**config.mk**
```make
export PLATFORM = sky130hd
export DESIGN_NAME = apb_req_arbiter_flat
export DESIGN_NICKNAME = d
export VERILOG_FILES = /design/src/rtl/apb_req_arbiter_if.sv /design/src/rtl/apb_req_arbiter.sv /design/src/flat_wrapper.sv
export SDC_FILE = /design/constraint.sdc
export NUM_CORES = 1
export LEC_CHECK = 0
export ABC_AREA = 1
export BUFFER_PORTS_ARGS = -buffer_cell sky130_fd_sc_hd__buf_2
export CORE_MARGIN = 1
export CORE_UTILIZATION = 41
export CTS_CLUSTER_SIZE = 24
export DETAILED_ROUTE_END_ITERATION = 16
export PLACE_DENSITY = 0.77
export RECOVER_POWER = 25
export REMOVE_ABC_BUFFERS = 1
export SLEW_MARGIN = 25
export SYNTH_ARGS = -nofsm -noshare
export SYNTH_HDL_FRONTEND = slang
export SYNTH_SLANG_ARGS = --single-unit
```
**constraint.sdc**
```tcl
create_clock -name PCLK -period 1.7 [get_ports PCLK]
set_input_delay 0.255 -clock PCLK [delete_from_list [all_inputs] [get_ports PCLK]]
set_output_delay 0.255 -clock PCLK [all_outputs]
set_load 0.01 [all_outputs]
```
**src/rtl/apb_req_arbiter_if.sv**
```systemverilog
// Requester-side handshake and APB bus signals of apb_req_arbiter.
// master: arbiter view; slave: view of the requesters/APB slave around it.
interface apb_req_arbiter_if #(
    parameter int unsigned ADR_W = 32,
    parameter int unsigned DAT_W = 32
);
    logic [1:0]         req_valid;
    logic [1:0]         req_write;
    logic [2*ADR_W-1:0] req_addr;
    logic [2*DAT_W-1:0] req_wdata;
    logic [1:0]         req_ready;
    logic [1:0]         rsp_valid;
    logic [DAT_W-1:0]   rsp_rdata;
    logic               rsp_err;
    logic [ADR_W-1:0]   PADDR;
    logic               PSEL;
    logic               PENABLE;
    logic               PWRITE;
    logic [DAT_W-1:0]   PWDATA;
    logic               PREADY;
    logic [DAT_W-1:0]   PRDATA;
    logic               PSLVERR;

    modport master (
        input  req_valid, req_write, req_addr, req_wdata, PREADY, PRDATA, PSLVERR,
        output req_ready, rsp_valid, rsp_rdata, rsp_err, PADDR, PSEL, PENABLE, PWRITE, PWDATA
    );

    modport slave (
        output req_valid, req_write, req_addr, req_wdata, PREADY, PRDATA, PSLVERR,
        input  req_ready, rsp_valid, rsp_rdata, rsp_err, PADDR, PSEL, PENABLE, PWRITE, PWDATA
    );
endinterface

```
**src/rtl/apb_req_arbiter.sv**
```systemverilog
// Two-port round-robin arbiter in front of a single APB master, with an
// optional PREADY timeout that aborts a stalled ACCESS phase.
module apb_req_arbiter #(
    parameter int unsigned ADR_W   = 32,
    parameter int unsigned DAT_W   = 32,
    parameter int unsigned TIMEOUT = 16
) (
    input  logic              PCLK,
    input  logic              PRESETn,
    apb_req_arbiter_if.master bus
);
    localparam int unsigned CNT_W = (TIMEOUT > 0) ? $clog2(TIMEOUT + 1) : 1;

    typedef enum logic [1:0] {IDLE, SETUP, ACCESS} state_t;

    state_t             state_q, state_d;
    logic               last_grant_q, last_grant_d;
    logic [ADR_W-1:0]   addr_q, addr_d;
    logic               write_q, write_d;
    logic [DAT_W-1:0]   wdata_q, wdata_d;
    logic [CNT_W-1:0]   cnt_q, cnt_d;
    logic [1:0]         rsp_valid_q, rsp_valid_d;
    logic [DAT_W-1:0]   rsp_rdata_q, rsp_rdata_d;
    logic               rsp_err_q, rsp_err_d;

    logic               winner;
    logic [1:0]         req_ready;
    logic               psel;
    logic               penable;

    always_ff @(posedge PCLK or negedge PRESETn) begin
        if (!PRESETn) begin
            state_q      <= IDLE;
            last_grant_q <= 1'b1;
            addr_q       <= '0;
            write_q      <= 1'b0;
            wdata_q      <= '0;
            cnt_q        <= '0;
            rsp_valid_q  <= '0;
            rsp_rdata_q  <= '0;
            rsp_err_q    <= 1'b0;
        end else begin
            state_q      <= state_d;
            last_grant_q <= last_grant_d;
            addr_q       <= addr_d;
            write_q      <= write_d;
            wdata_q      <= wdata_d;
            cnt_q        <= cnt_d;
            rsp_valid_q  <= rsp_valid_d;
            rsp_rdata_q  <= rsp_rdata_d;
            rsp_err_q    <= rsp_err_d;
        end
    end

    always_comb begin
        state_d      = state_q;
        last_grant_d = last_grant_q;
        addr_d       = addr_q;
        write_d      = write_q;
        wdata_d      = wdata_q;
        cnt_d        = cnt_q;
        rsp_valid_d  = '0;
        rsp_rdata_d  = rsp_rdata_q;
        rsp_err_d    = rsp_err_q;
        req_ready    = '0;
        psel         = 1'b0;
        penable      = 1'b0;
        // The port that did not win last time gets priority when it requests.
        winner       = bus.req_valid[~last_grant_q] ? ~last_grant_q : last_grant_q;

        unique case (state_q)
            IDLE: begin
                if (|bus.req_valid) begin
                    req_ready[winner] = 1'b1;
                    last_grant_d      = winner;
                    addr_d            = winner ? bus.req_addr[2*ADR_W-1:ADR_W]  : bus.req_addr[ADR_W-1:0];
                    wdata_d           = winner ? bus.req_wdata[2*DAT_W-1:DAT_W] : bus.req_wdata[DAT_W-1:0];
                    write_d           = bus.req_write[winner];
                    cnt_d             = '0;
                    state_d           = SETUP;
                end
            end
            SETUP: begin
                psel    = 1'b1;
                state_d = ACCESS;
            end
            ACCESS: begin
                psel    = 1'b1;
                penable = 1'b1;
                if (bus.PREADY) begin
                    rsp_valid_d[last_grant_q] = 1'b1;
                    rsp_rdata_d               = write_q ? '0 : bus.PRDATA;
                    rsp_err_d                 = bus.PSLVERR;
                    state_d                   = IDLE;
                end else if (TIMEOUT != 0) begin
                    if (32'(cnt_q) + 32'd1 == TIMEOUT) begin
                        rsp_valid_d[last_grant_q] = 1'b1;
                        rsp_rdata_d               = '0;
                        rsp_err_d                 = 1'b1;
                        state_d                   = IDLE;
                    end else begin
                        cnt_d = cnt_q + CNT_W'(1);
                    end
                end
            end
            default: state_d = IDLE;
        endcase
    end

    // State is IDLE during reset, so the accept strobe must be gated explicitly.
    assign bus.req_ready = PRESETn ? req_ready : 2'b00;
    assign bus.rsp_valid = rsp_valid_q;
    assign bus.rsp_rdata = rsp_rdata_q;
    assign bus.rsp_err   = rsp_err_q;
    assign bus.PADDR     = addr_q;
    assign bus.PWRITE    = write_q;
    assign bus.PWDATA    = wdata_q;
    assign bus.PSEL      = psel;
    assign bus.PENABLE   = penable;
endmodule

```
**src/flat_wrapper.sv**
```systemverilog
// flat-port wrapper written by rule: the top's interface ports become plain ports
module apb_req_arbiter_flat 
#(
    parameter int unsigned ADR_W   = 32,
    parameter int unsigned DAT_W   = 32,
    parameter int unsigned TIMEOUT = 16
)
  (PCLK, PRESETn, bus_req_valid, bus_req_write, bus_req_addr, bus_req_wdata, bus_PREADY, bus_PRDATA, bus_PSLVERR, bus_req_ready, bus_rsp_valid, bus_rsp_rdata, bus_rsp_err, bus_PADDR, bus_PSEL, bus_PENABLE, bus_PWRITE, bus_PWDATA);
  apb_req_arbiter_if #(.ADR_W(ADR_W), .DAT_W(DAT_W)) bus_i ();
  input  logic PCLK;
  input  logic PRESETn;
  input wire logic [$bits(bus_i.req_valid)-1:0] bus_req_valid;
  input wire logic [$bits(bus_i.req_write)-1:0] bus_req_write;
  input wire logic [$bits(bus_i.req_addr)-1:0] bus_req_addr;
  input wire logic [$bits(bus_i.req_wdata)-1:0] bus_req_wdata;
  input wire logic [$bits(bus_i.PREADY)-1:0] bus_PREADY;
  input wire logic [$bits(bus_i.PRDATA)-1:0] bus_PRDATA;
  input wire logic [$bits(bus_i.PSLVERR)-1:0] bus_PSLVERR;
  output wire logic [$bits(bus_i.req_ready)-1:0] bus_req_ready;
  output wire logic [$bits(bus_i.rsp_valid)-1:0] bus_rsp_valid;
  output wire logic [$bits(bus_i.rsp_rdata)-1:0] bus_rsp_rdata;
  output wire logic [$bits(bus_i.rsp_err)-1:0] bus_rsp_err;
  output wire logic [$bits(bus_i.PADDR)-1:0] bus_PADDR;
  output wire logic [$bits(bus_i.PSEL)-1:0] bus_PSEL;
  output wire logic [$bits(bus_i.PENABLE)-1:0] bus_PENABLE;
  output wire logic [$bits(bus_i.PWRITE)-1:0] bus_PWRITE;
  output wire logic [$bits(bus_i.PWDATA)-1:0] bus_PWDATA;
  assign bus_i.req_valid = bus_req_valid;
  assign bus_i.req_write = bus_req_write;
  assign bus_i.req_addr = bus_req_addr;
  assign bus_i.req_wdata = bus_req_wdata;
  assign bus_i.PREADY = bus_PREADY;
  assign bus_i.PRDATA = bus_PRDATA;
  assign bus_i.PSLVERR = bus_PSLVERR;
  assign bus_req_ready = bus_i.req_ready;
  assign bus_rsp_valid = bus_i.rsp_valid;
  assign bus_rsp_rdata = bus_i.rsp_rdata;
  assign bus_rsp_err = bus_i.rsp_err;
  assign bus_PADDR = bus_i.PADDR;
  assign bus_PSEL = bus_i.PSEL;
  assign bus_PENABLE = bus_i.PENABLE;
  assign bus_PWRITE = bus_i.PWRITE;
  assign bus_PWDATA = bus_i.PWDATA;
  apb_req_arbiter #(.ADR_W(ADR_W), .DAT_W(DAT_W), .TIMEOUT(TIMEOUT)) u_core (.PCLK(PCLK), .PRESETn(PRESETn), .bus(bus_i));
endmodule
```
# After elaboration in Yosys (flattened, before gate mapping)
# Cells that the tools add are included.
# totals
ff_bits	108
inputBits	168
out_inout_bits	104
word_cells	67
# classes
add_sub_neg	2
order_cmp	5
n_eq_ne	7
mux	32
bitwise_logic	1
n_reduce_logical	11
# op_table
op	count
$mux W32	5
$eq A32 B5 Y1 const B	1
$mux W2	9
$mux W5	3
$mux W1	11
$pmux W5 S2	1
$add A5 B1 Y6 const B	1
$lt A1 B2 Y1 const B	3
$pmux W2 S3	1
$reduce_and A2 Y1	3
$add A5 B1 Y5 const B	1
$ne A2 B2 Y1 const B	2
$reduce_and A4 Y1	1
$reduce_bool A2 Y1	2
$reduce_or A2 Y1	2
$ne A3 B2 Y1 const B	1
$demux W1 S1	2
$eq A2 B1 Y1 const B	1
$eq A2 B2 Y1 const B	1
$ge A1 B1 Y1 const B	2
$logic_and A1 B1 Y1	2
$logic_not A2 Y1	1
$ne A2 B1 Y1 const B	1
$not A1 Y1	1

# Depth between registers and ports, before layout
# Gate-level depths: netlist of the first run.
# logic_depth
word_depth	11
depth_mapped	12
ltp_nobuf	11

# Worst setup path after synthesis of the first run
# Ideal clock, no wire load.
# synth_path
path_type	reg2out
start	register u_core.state_q[0]
end	output bus_req_ready[1]
arrival_ps	1638
required_ps	1445
setup_slack_ps	-193
path_stages_with_launch	11
path_cell_list	dfrtp_1 > inv_1 > ha_1 > inv_2 > nor2_4 > inv_2 > or2_1 > clkbuf_1 > buf_4 > buf_6 > nor2_1
# synth_via
elab_chain_cells	3
# synth_lines
item	line_no	rtl
start: declaration	apb_req_arbiter.sv:16	state_t state_q, state_d;
start signal: assignment	apb_req_arbiter.sv:43	state_q <= state_d;
$logic_not A2 Y1	apb_req_arbiter.sv:71	unique case (state_q)
$mux W2	apb_req_arbiter.sv:71	
$mux W2	apb_req_arbiter.sv:111	assign bus.req_ready = PRESETn ? req_ready : 2'b00;
end: declaration	flat_wrapper.sv:19	output wire logic [$bits(bus_i.req_ready)-1:0] bus_req_ready;
# Every way passes these cells.

# Worst setup path after layout of the first run
# layout_path
start	register u_core.state_q[1]
end	output bus_req_ready[1]
# The elaborated chain is that of the path after synthesis.

==> results.json, run 1 <==
{
  "rows": 40,
  "fin_tns_setup_ns": -5.880,
  "path_max_fanout": 3,
  "gp_congestion": 0.8922,
  "num_io_pins": 272,
  "worstHoldStart": "bus_PRDATA[29]",
  "setup_viol": 68,
  "layout_common_cells": "269 x buf_2, 189 x nand2_1, 107 x dfrtp_1",
  "worst_pin_slew_ns": 1.441,
  "reg2reg_depth": 10,
  "grt_overflow_total": 0,
  "finalNonFillerCells": 1055,
  "p_switching_w": 0.005245,
  "ant_nets": 0,
  "clock-sinks": 108,
  "core_region_area_sq_mm": 0.01206,
  "period_minus_slack_ns": 1.923,
  "num_vias": 5168,
  "clockRootBuffer": "clkbuf_16",
  "final_common_cell": "buf_2",
  "grt_max_degree": 109,
  "synth_xor_area_share_pct": 0,
  "setup_ws_ns": -0.2231,
  "synth_warnings": 0,
  "synth-seq-cells": 108,
  "port_buffers": 271,
  "vias_per_cell": 4.899,
  "synth_top_family_by_area": "simple AND/OR/NAND/NOR gates",
  "clkLatencyLatePin_ns": 0.35,
  "grt_pass1_wl_um": 24600,
  "syn_inst": 583,
  "drc_errors": 0,
  "ys_dominant_reg_cell": "dfrtp_1",
  "peakVddDrop_mv": 0.8380,
  "max_freq_mhz": 520.0,
  "synth.distinct_cells": 21,
  "seq_power_share_pct": 33.1,
  "r2r-end": "u_core.bus.PADDR[8]",
  "die_h_um": 113.5,
  "dieArea_sq_mm": 0.01289,
  "fin_skew_ns": 0.004008,
  "hp-class": "input port to register",
  "areaGrowthSynthToFinish_pct": 47.34,
  "r2r_slack_ns": -0.13,
  "cp_common_cell": "inv_2",
  "arrival_ns": 1.67,
  "clk_pin_slew_ns": 0.07,
  "drt_first_pass_iters": 4,
  "relSlewSlack_pct": 3.901,
  "critical_path_class": "register to output pin",
  "yosysSeqAreaShare_pct": 53.03,
  "final_nets": 1055,
  "synth_edf_count": 0,
  "synth-async-reset-ratio_pct": 100.0,
  "reg2reg_from": "u_core.state_q[1]",
  "cts_tree": "built",
  "hpwlAfterDp_um": 11260,
  "grt_pass1_vias": 4937,
  "crit_path_end": "bus_req_ready[1]",
  "violations": "setup timing",
  "die_width_um": 113.5,
  "hold_viol": 0,
  "synthSimpleGateAreaFrac_pct": 23.29,
  "end_kind": "output pin",
  "initial_core_util_pct": 42.27,
  "combinationalPowerShare_pct": 51.2,
  "max_stage_delay_ns": 0.39,
  "syn_avg_cell_area_sq_um": 8.746,
  "cap_violations": 0,
  "antenna_found_initial": 1,
  "synth_area_sq_mm": 0.005099,
  "start_kind": "register",
  "rsz0062_at_grt": "yes",
  "drive_gt1_share_pct": 43.34,
  "clockPowerShare_pct": 15.7,
  "track_usage_pct": 24.73,
  "netSwitchingFraction_pct": 39.28,
  "cp_data_required_time_ns": 1.44,
  "whs_ns": 0.09822,
  "drt_iter0_drc": 290,
  "status": "finished with violations",
  "slowest_stage": "dfrtp_1",
  "cts-hold-fix-buffers": 0,
  "drt-total-wl_um": 16360,
  "cp-startpoint": "u_core.state_q[1]",
  "path_cells": "inv_2 -> ha_4 -> inv_2 -> nor2_4 -> inv_2 -> or2_4 -> nor2_4 -> buf_6",
  "wire_per_inst_um": 15.51,
  "finalCritPeriodShare_pct": 113.1,
  "fin_area_sq_mm": 0.007512,
  "leakage_nw": 4.263,
  "p_per_area_mw_per_mm2": 1777,
  "synthAdderAreaFrac_pct": 1.227,
  "synth_compound_area_share_pct": 12.86,
  "slew_violations": 0,
  "clockBufferDepth": 2,
  "dpl-instance-area_sq_mm": 0.006775,
  "placed_cells": 1018,
  "numCtsBuffers": 9,
  "power.internal_w": 0.008106,
  "htree_levels": 3,
  "muxShareOfSynthArea_pct": 0
}
[power by group through the flow]
stage | Combinational [W] | Clock [W] | Sequential [W]
detailed placement | 0.00577 | 0 | 0.00441
finish | 0.00684 | 0.00210 | 0.00442
CTS | 0.00606 | 0.00213 | 0.00440
floorplan | 0.00254 | 0 | 0.00493
global route | 0.00742 | 0.00224 | 0.00454
global placement | 0.00560 | 0 | 0.00441
[flip-flops by register name, indices dropped and copies added (netlist names)]
name	count
u_core.bus.PWDATA	32
u_core.cnt_q	5
u_core.bus.PWRITE	1
u_core.bus.rsp_valid	2
u_core.bus.PADDR	32
u_core.bus.rsp_rdata	32
u_core.last_grant_q	1
u_core.bus.rsp_err	1
u_core.state_q	2
[timing repair]
| action | CTS | global route |
|---|---|---|
| setup buffers | 5 | 8 |
| gates cloned | 1 | 8 |
| gates resized for setup | 18 | 21 |
| pin swaps | 4 | 8 |
| endpoints found under the setup margin | 40 | 111 |
[final cells by class]
type | instances | area (sq um)
Clock buffer | 11 | 242.7
Antenna cell | 1 | 2.502
Multi-Input combinational cell | 360 | 1959
Fill cell | 1049 | 4549
Timing Repair Buffer | 323 | 2038
Inverter | 80 | 305.3
Clock inverter | 4 | 50.05
Sequential cell | 108 | 2704
Tap cell | 168 | 210.2
[Yosys cell counts, types with 5 or more instances]
master / n / area, sq um
nand2_1: 192 / 720.7
ha_1: 5 / 62.56
buf_2: 7 / 35.03
buf_6: 6 / 67.56
o211ai_2: 28 / 350.3
inv_1: 77 / 289.0
nand4_1: 6 / 37.54
dfrtp_1: 107 / 2678
nor2_1: 15 / 56.30
clkbuf_1: 21 / 78.83
o211ai_1: 37 / 277.8
nand3_1: 69 / 345.3
[per-stage QoR]
stage	util (%)	power (W)	setup WS, ns
final	62.28	0.01335	-0.2231
after global routing	62.28	0.01420	-0.3016
after CTS	59.69	0.01260	-0.2255
after detailed placement	56.17	0.01018	-0.07368
after global placement	56.17	0.01001	-0.03143
after floorplan	-	0.007466	-4.308
[cell families after synthesis]
group	count (synthesis)
AO/OA/AOI/OAI	70
adder cells (fa/ha/maj)	5
flip-flops	108
AND/OR/NAND/NOR	285
buffers and inverters	115
[routing by layer]
metal	vias up	global-route usage [%]	part of all wire, %
li1	2476	-	-
met1	2450	30.36	41
met2	203	40.45	50
met3	39	7.279	6.0
met4	0	10.88	3.0
met5	-	0	0
[critical path: cells and delay by family, from the launching register on]
kind                     cells  cell delay [ns]
adder cells (fa/ha/maj)      1             0.15
buffers and inverters        4             0.29
flip-flops                   1             0.39
AND/OR/NAND/NOR              3             0.49
[worst min-delay path by stage]
| stage | end | slack (ns) | cells after the start |
|---|---|---|---|
| floorplan | u_core.bus.PADDR[0] | -0.04 | 0 |
| global placement | u_core.bus.PWDATA[2] | 0.40 | 2 |
| detailed placement | u_core.bus.PWDATA[20] | 0.39 | 2 |
| CTS | u_core.state_q[0] | 0.02 | 2 |
| global route | u_core.bus.rsp_rdata[9] | 0.08 | 3 |
| finish | u_core.bus.rsp_rdata[29] | 0.1 | 3 |
Power figures use the tool's default switching activity.
==> run 2, diff against run 1 <==
==> constraint.sdc (replaced) <==
create_clock -name PCLK -period 1.7 [get_ports PCLK]
set_input_delay 0.255 -clock PCLK [delete_from_list [all_inputs] [get_ports PCLK]]
set_output_delay 0.255 -clock PCLK [all_outputs]
set_load 0.1 [all_outputs]
==> run 2 against run 1 <==
Net effect: the flow still finishes with violations (setup timing); register-to-register slack improved by 0.15 ns; hold slack improved by 0.0021 ns; final area shrank 1.3%; final cell count fell by 1.3%; count of clock-buffer cells in the layout grew 4; via count is 3.5% lower; global-route usage fell by 1.0 points; die area stayed put; largest cell class unchanged.
==> results.json, run 2 (synthesis results as in run 1) <==
{
  "antenna_found_initial": 1,
  "die_width_um": 113.5,
  "rsz0062_at_grt": "yes",
  "arrival_ns": 1.66,
  "wire_per_inst_um": 14.78,
  "cp_common_cell": "inv_2",
  "max_stage_delay_ns": 0.39,
  "track_usage_pct": 23.69,
  "port_buffers": 271,
  "clkLatencyLatePin_ns": 0.35,
  "slew_violations": 0,
  "drt_first_pass_iters": 4,
  "fin_area_sq_mm": 0.007416,
  "hold_viol": 0,
  "hp-class": "input port to register",
  "numCtsBuffers": 9,
  "post-route-util_pct": 61.48,
  "areaGrowthSynthToFinish_pct": 45.45,
  "num_io_pins": 272,
  "path_cells": "inv_2 -> ha_4 -> inv_2 -> nor2_4 -> inv_2 -> or2_4 -> nor2_4 -> buf_12",
  "finalCritPeriodShare_pct": 112.8,
  "clk_pin_slew_ns": 0.06,
  "num_vias": 4988,
  "drt_iter0_drc": 196,
  "layout_common_cells": "266 x buf_2, 156 x nand2_1, 107 x dfrtp_1",
  "vias_per_cell": 4.792,
  "final_common_cell": "buf_2",
  "clockBufferDepth": 2,
  "rows": 40,
  "grt_max_degree": 109,
  "max_freq_mhz": 521.6,
  "end_kind": "output pin",
  "dp_worst_setup_slack_ns": -0.1037,
  "gp_congestion": 0.8757,
  "slowest_stage": "dfrtp_1",
  "final_nets": 1041,
  "cts_tree": "built",
  "grt_pass1_vias": 4751,
  "fin_tns_setup_ns": -0.3764,
  "path_max_fanout": 2,
  "relSlewSlack_pct": 2.781,
  "dpl-instance-area_sq_mm": 0.006768,
  "worst_pin_slew_ns": 1.458,
  "status": "finished with violations",
  "r2r_slack_ns": 0.02,
  "clock-sinks": 108,
  "core_region_area_sq_mm": 0.01206,
  "grt_pass1_wl_um": 23430,
  "clockRootBuffer": "clkbuf_16",
  "hpwlAfterDp_um": 10510,
  "die_h_um": 113.5,
  "ant_nets": 0,
  "setup_viol": 2,
  "violations": "setup timing",
  "htree_levels": 3,
  "cap_violations": 0,
  "dieArea_sq_mm": 0.01289,
  "diodes": 0,
  "grt_overflow_total": 0,
  "drt-total-wl_um": 15380,
  "period_minus_slack_ns": 1.917,
  "initial_core_util_pct": 42.27,
  "fin_skew_ns": 0.007422,
  "drive_gt1_share_pct": 46.51,
  "cp_data_required_time_ns": 1.44,
  "drc_errors": 0,
  "start_kind": "register",
  "setup_ws_ns": -0.2172,
  "critical_path_class": "register to output pin"
}
[run 2: path summary, 6_finish.rpt]
path / from / to / cells past startpoint
min in group asynchronous: PRESETn / u_core.bus.PWDATA[0] / 2
setup / recovery: u_core.state_q[1] / bus_req_ready[1] / 8
hold / removal: bus_PRDATA[30] / u_core.bus.rsp_rdata[30] / 3
setup reg to reg: u_core.cnt_q[1] / u_core.bus.rsp_rdata[23] / 12
hold reg to reg: u_core.bus.rsp_rdata[3] / u_core.bus.rsp_rdata[3] / 2
max in group asynchronous: PRESETn / u_core.bus.PADDR[2] / 2
[run 2: critical path: cells and delay by family (launching register included)]
| kind | cells | cell delay [ns] |
|---|---|---|
| flip-flops | 1 | 0.39 |
| AND/OR/NAND/NOR | 3 | 0.42 |
| adder cells (fa/ha/maj) | 1 | 0.14 |
| buffers and inverters | 4 | 0.35 |
[run 2: cell type report]
class	count	area, sq um
well taps	168	210.2
inverters	80	307.8
fillers	1059	4646
clock buffers	15	277.8
flip-flops and latches	108	2704
repair buffers	309	1821
clock inverters	1	5.005
multi-input cells	360	2091
[run 2: timing repair]
| action | 4_1_cts | 5_1_grt |
|---|---|---|
| setup buffers | 5 | 5 |
| gates resized for setup | 19 | 51 |
| gates cloned | 1 | 3 |
| hold buffers | 0 | 0 |
| pin swaps | 6 | 7 |
| endpoints found under the setup margin | 44 | 108 |
[run 2: per-layer routing]
layer	track usage, %	wire length (um)
met1	28.75	6488
met2	39.72	7512
met3	5.845	868
met4	11.14	501
met5	0	10
[run 2: through the flow]
step	std cells	hold slack [ns]
5_1_grt	1041	0.09845
3_5_place_dp	1011	0.3964
4_1_cts	1033	0.01583
3_3_place_gp	1011	0.3973
6_report	1041	0.1003
2_1_floorplan	548	-0.04059
Power of run 2 is left out: the tool's default activity adds up to more than one toggle a clock period on the data nets, which glitch-free logic cannot reach.
==> run 3, diff against run 2 <==
--- a/config.mk
+++ b/config.mk
@@ -11,6 +11,7 @@
 export CORE_UTILIZATION = 41
 export CTS_CLUSTER_SIZE = 24
 export DETAILED_ROUTE_END_ITERATION = 16
+export MAX_ROUTING_LAYER = met4
 export PLACE_DENSITY = 0.77
 export RECOVER_POWER = 25
 export REMOVE_ABC_BUFFERS = 1
==> run 3 against run 2 <==
Net effect: the run still ends with setup timing left; die area unchanged; setup slack gained 0.0046 ns; routed wire length about the same; critical path depth unchanged; final area increased by 1.1%; global-route usage grew 0.76 points; sequential share of layout area decreased by 0.38 points; clock skew about the same; critical path type unchanged; highest routed layer is now met4.
==> results.json, run 3 (synthesis results as in run 1) <==
{
  "status": "finished with violations",
  "violations": "setup timing",
  "drt_first_pass_iters": 4,
  "numCtsBuffers": 9,
  "setup_ws_ns": -0.2125,
  "final_nets": 1041,
  "clock-sinks": 108,
  "grt_pass1_vias": 4744,
  "end_kind": "output pin",
  "clockRootBuffer": "clkbuf_16",
  "fin_skew_ns": 0.006955,
  "die_h_um": 113.5,
  "path_max_fanout": 2,
  "drc_errors": 0,
  "port_buffers": 271,
  "arrival_ns": 1.66,
  "grt_pass1_wl_um": 23450,
  "dp_worst_setup_slack_ns": -0.1037,
  "gp_congestion": 0.8900,
  "slew_violations": 0,
  "antenna_found_initial": 1,
  "finalCritPeriodShare_pct": 112.5,
  "max_freq_mhz": 522.9,
  "clockBufferDepth": 2,
  "num_io_pins": 272,
  "vias_per_cell": 4.787,
  "drt-total-wl_um": 15370,
  "drive_gt1_share_pct": 48.00,
  "die_width_um": 113.5,
  "cts_tree": "built",
  "areaGrowthSynthToFinish_pct": 46.99,
  "cp_data_required_time_ns": 1.44,
  "relSlewSlack_pct": 2.849,
  "fillers": 1054,
  "drt_iter0_drc": 183,
  "clkLatencyLatePin_ns": 0.35,
  "grt_overflow_total": 0,
  "wl_met1_um": 6471,
  "met3_length_um": 940,
  "ant_nets": 0,
  "hpwlAfterDp_um": 10510,
  "setup_viol": 34,
  "rows": 40,
  "initial_core_util_pct": 42.27,
  "rsz0062_at_grt": "yes",
  "dieArea_sq_mm": 0.01289,
  "wl_met2_um": 7490,
  "grt_max_degree": 109,
  "clk_pin_slew_ns": 0.06,
  "hold_viol": 0,
  "wire_per_inst_um": 14.75,
  "start_kind": "register",
  "period_minus_slack_ns": 1.913,
  "cap_violations": 0,
  "layout_common_cells": "266 x buf_2, 143 x nand2_1, 107 x dfrtp_1",
  "cts-hold-fix-buffers": 0,
  "worst_pin_slew_ns": 1.457,
  "num_vias": 4988,
  "final_common_cell": "buf_2",
  "core_region_area_sq_mm": 0.01206,
  "track_usage_pct": 24.45,
  "critical_path_class": "register to output pin",
  "htree_levels": 3,
  "hp-class": "input port to register",
  "top_layer_used": "met4"
}
run 3: per-layer routing:
layer,track usage [%],up-vias
li1,-,2452
met1,28.89,2311
met2,39.59,189
met3,5.898,36
met4,11.23,0
met5,-,-
run 3: stage by stage:
| stage | setup TNS [ns] | instances | area, sq um | hold slack [ns] | util (%) |
|---|---|---|---|---|---|
| finish | -1.520 | 1042 | 7495 | 0.1017 | 62.14 |
| CTS | -0.4566 | 1033 | 7176 | 0.01583 | 59.49 |
| floorplan | -322.87 | 548 | 4910 | -0.04059 | - |
| global placement | -0.1949 | 1011 | 6768 | 0.3973 | 56.11 |
| detailed placement | -2.233 | 1011 | 6768 | 0.3964 | 56.11 |
| global route | -7.674 | 1042 | 7495 | 0.09244 | 62.14 |
run 3: worst max-delay path: stages (launching register included):
cell,delay (ns)
dfrtp_1,0.39
inv_2,0.09
ha_4,0.14
inv_2,0.04
nor2_4,0.08
inv_2,0.04
or2_4,0.24
nor2_4,0.10
buf_12,0.18
run 3: final timing paths:
check	slack [ns]	cells after the start	start	endpoint
worst max register to register	-0.06	12	u_core.cnt_q[1]	u_core.bus.rsp_rdata[15]
max in group asynchronous	0.39	2	PRESETn	u_core.cnt_q[2]
worst min register to register	0.48	2	u_core.bus.rsp_rdata[9]	u_core.bus.rsp_rdata[9]
min in group asynchronous	0.39	2	PRESETn	u_core.bus.PADDR[24]
worst min-delay path	0.10	3	bus_PRDATA[30]	u_core.bus.rsp_rdata[30]
worst max-delay path	-0.21	8	u_core.state_q[1]	bus_req_ready[1]
run 3: cell type report:
class / instances / area, sq um / area share (%)
sequential: 108 / 2704 / 36.08
antenna: 1 / 2.502 / 0.03339
inverter: 80 / 305.3 / 4.073
tap: 168 / 210.2 / 2.805
clock inverter: 1 / 5.005 / 0.06678
clock buffer: 15 / 277.8 / 3.706
timing repair buffer: 309 / 1824 / 24.34
multi-input combinational: 360 / 2166 / 28.90
run 3: what timing repair did:
item | in CTS | in global routing
cloned | 1 | 3
gates resized for setup | 19 | 73
endpoints found under the setup margin | 44 | 108
pin swaps | 6 | 11
buffers inserted | 5 | 5
Power of run 3 is left out for the same reason.
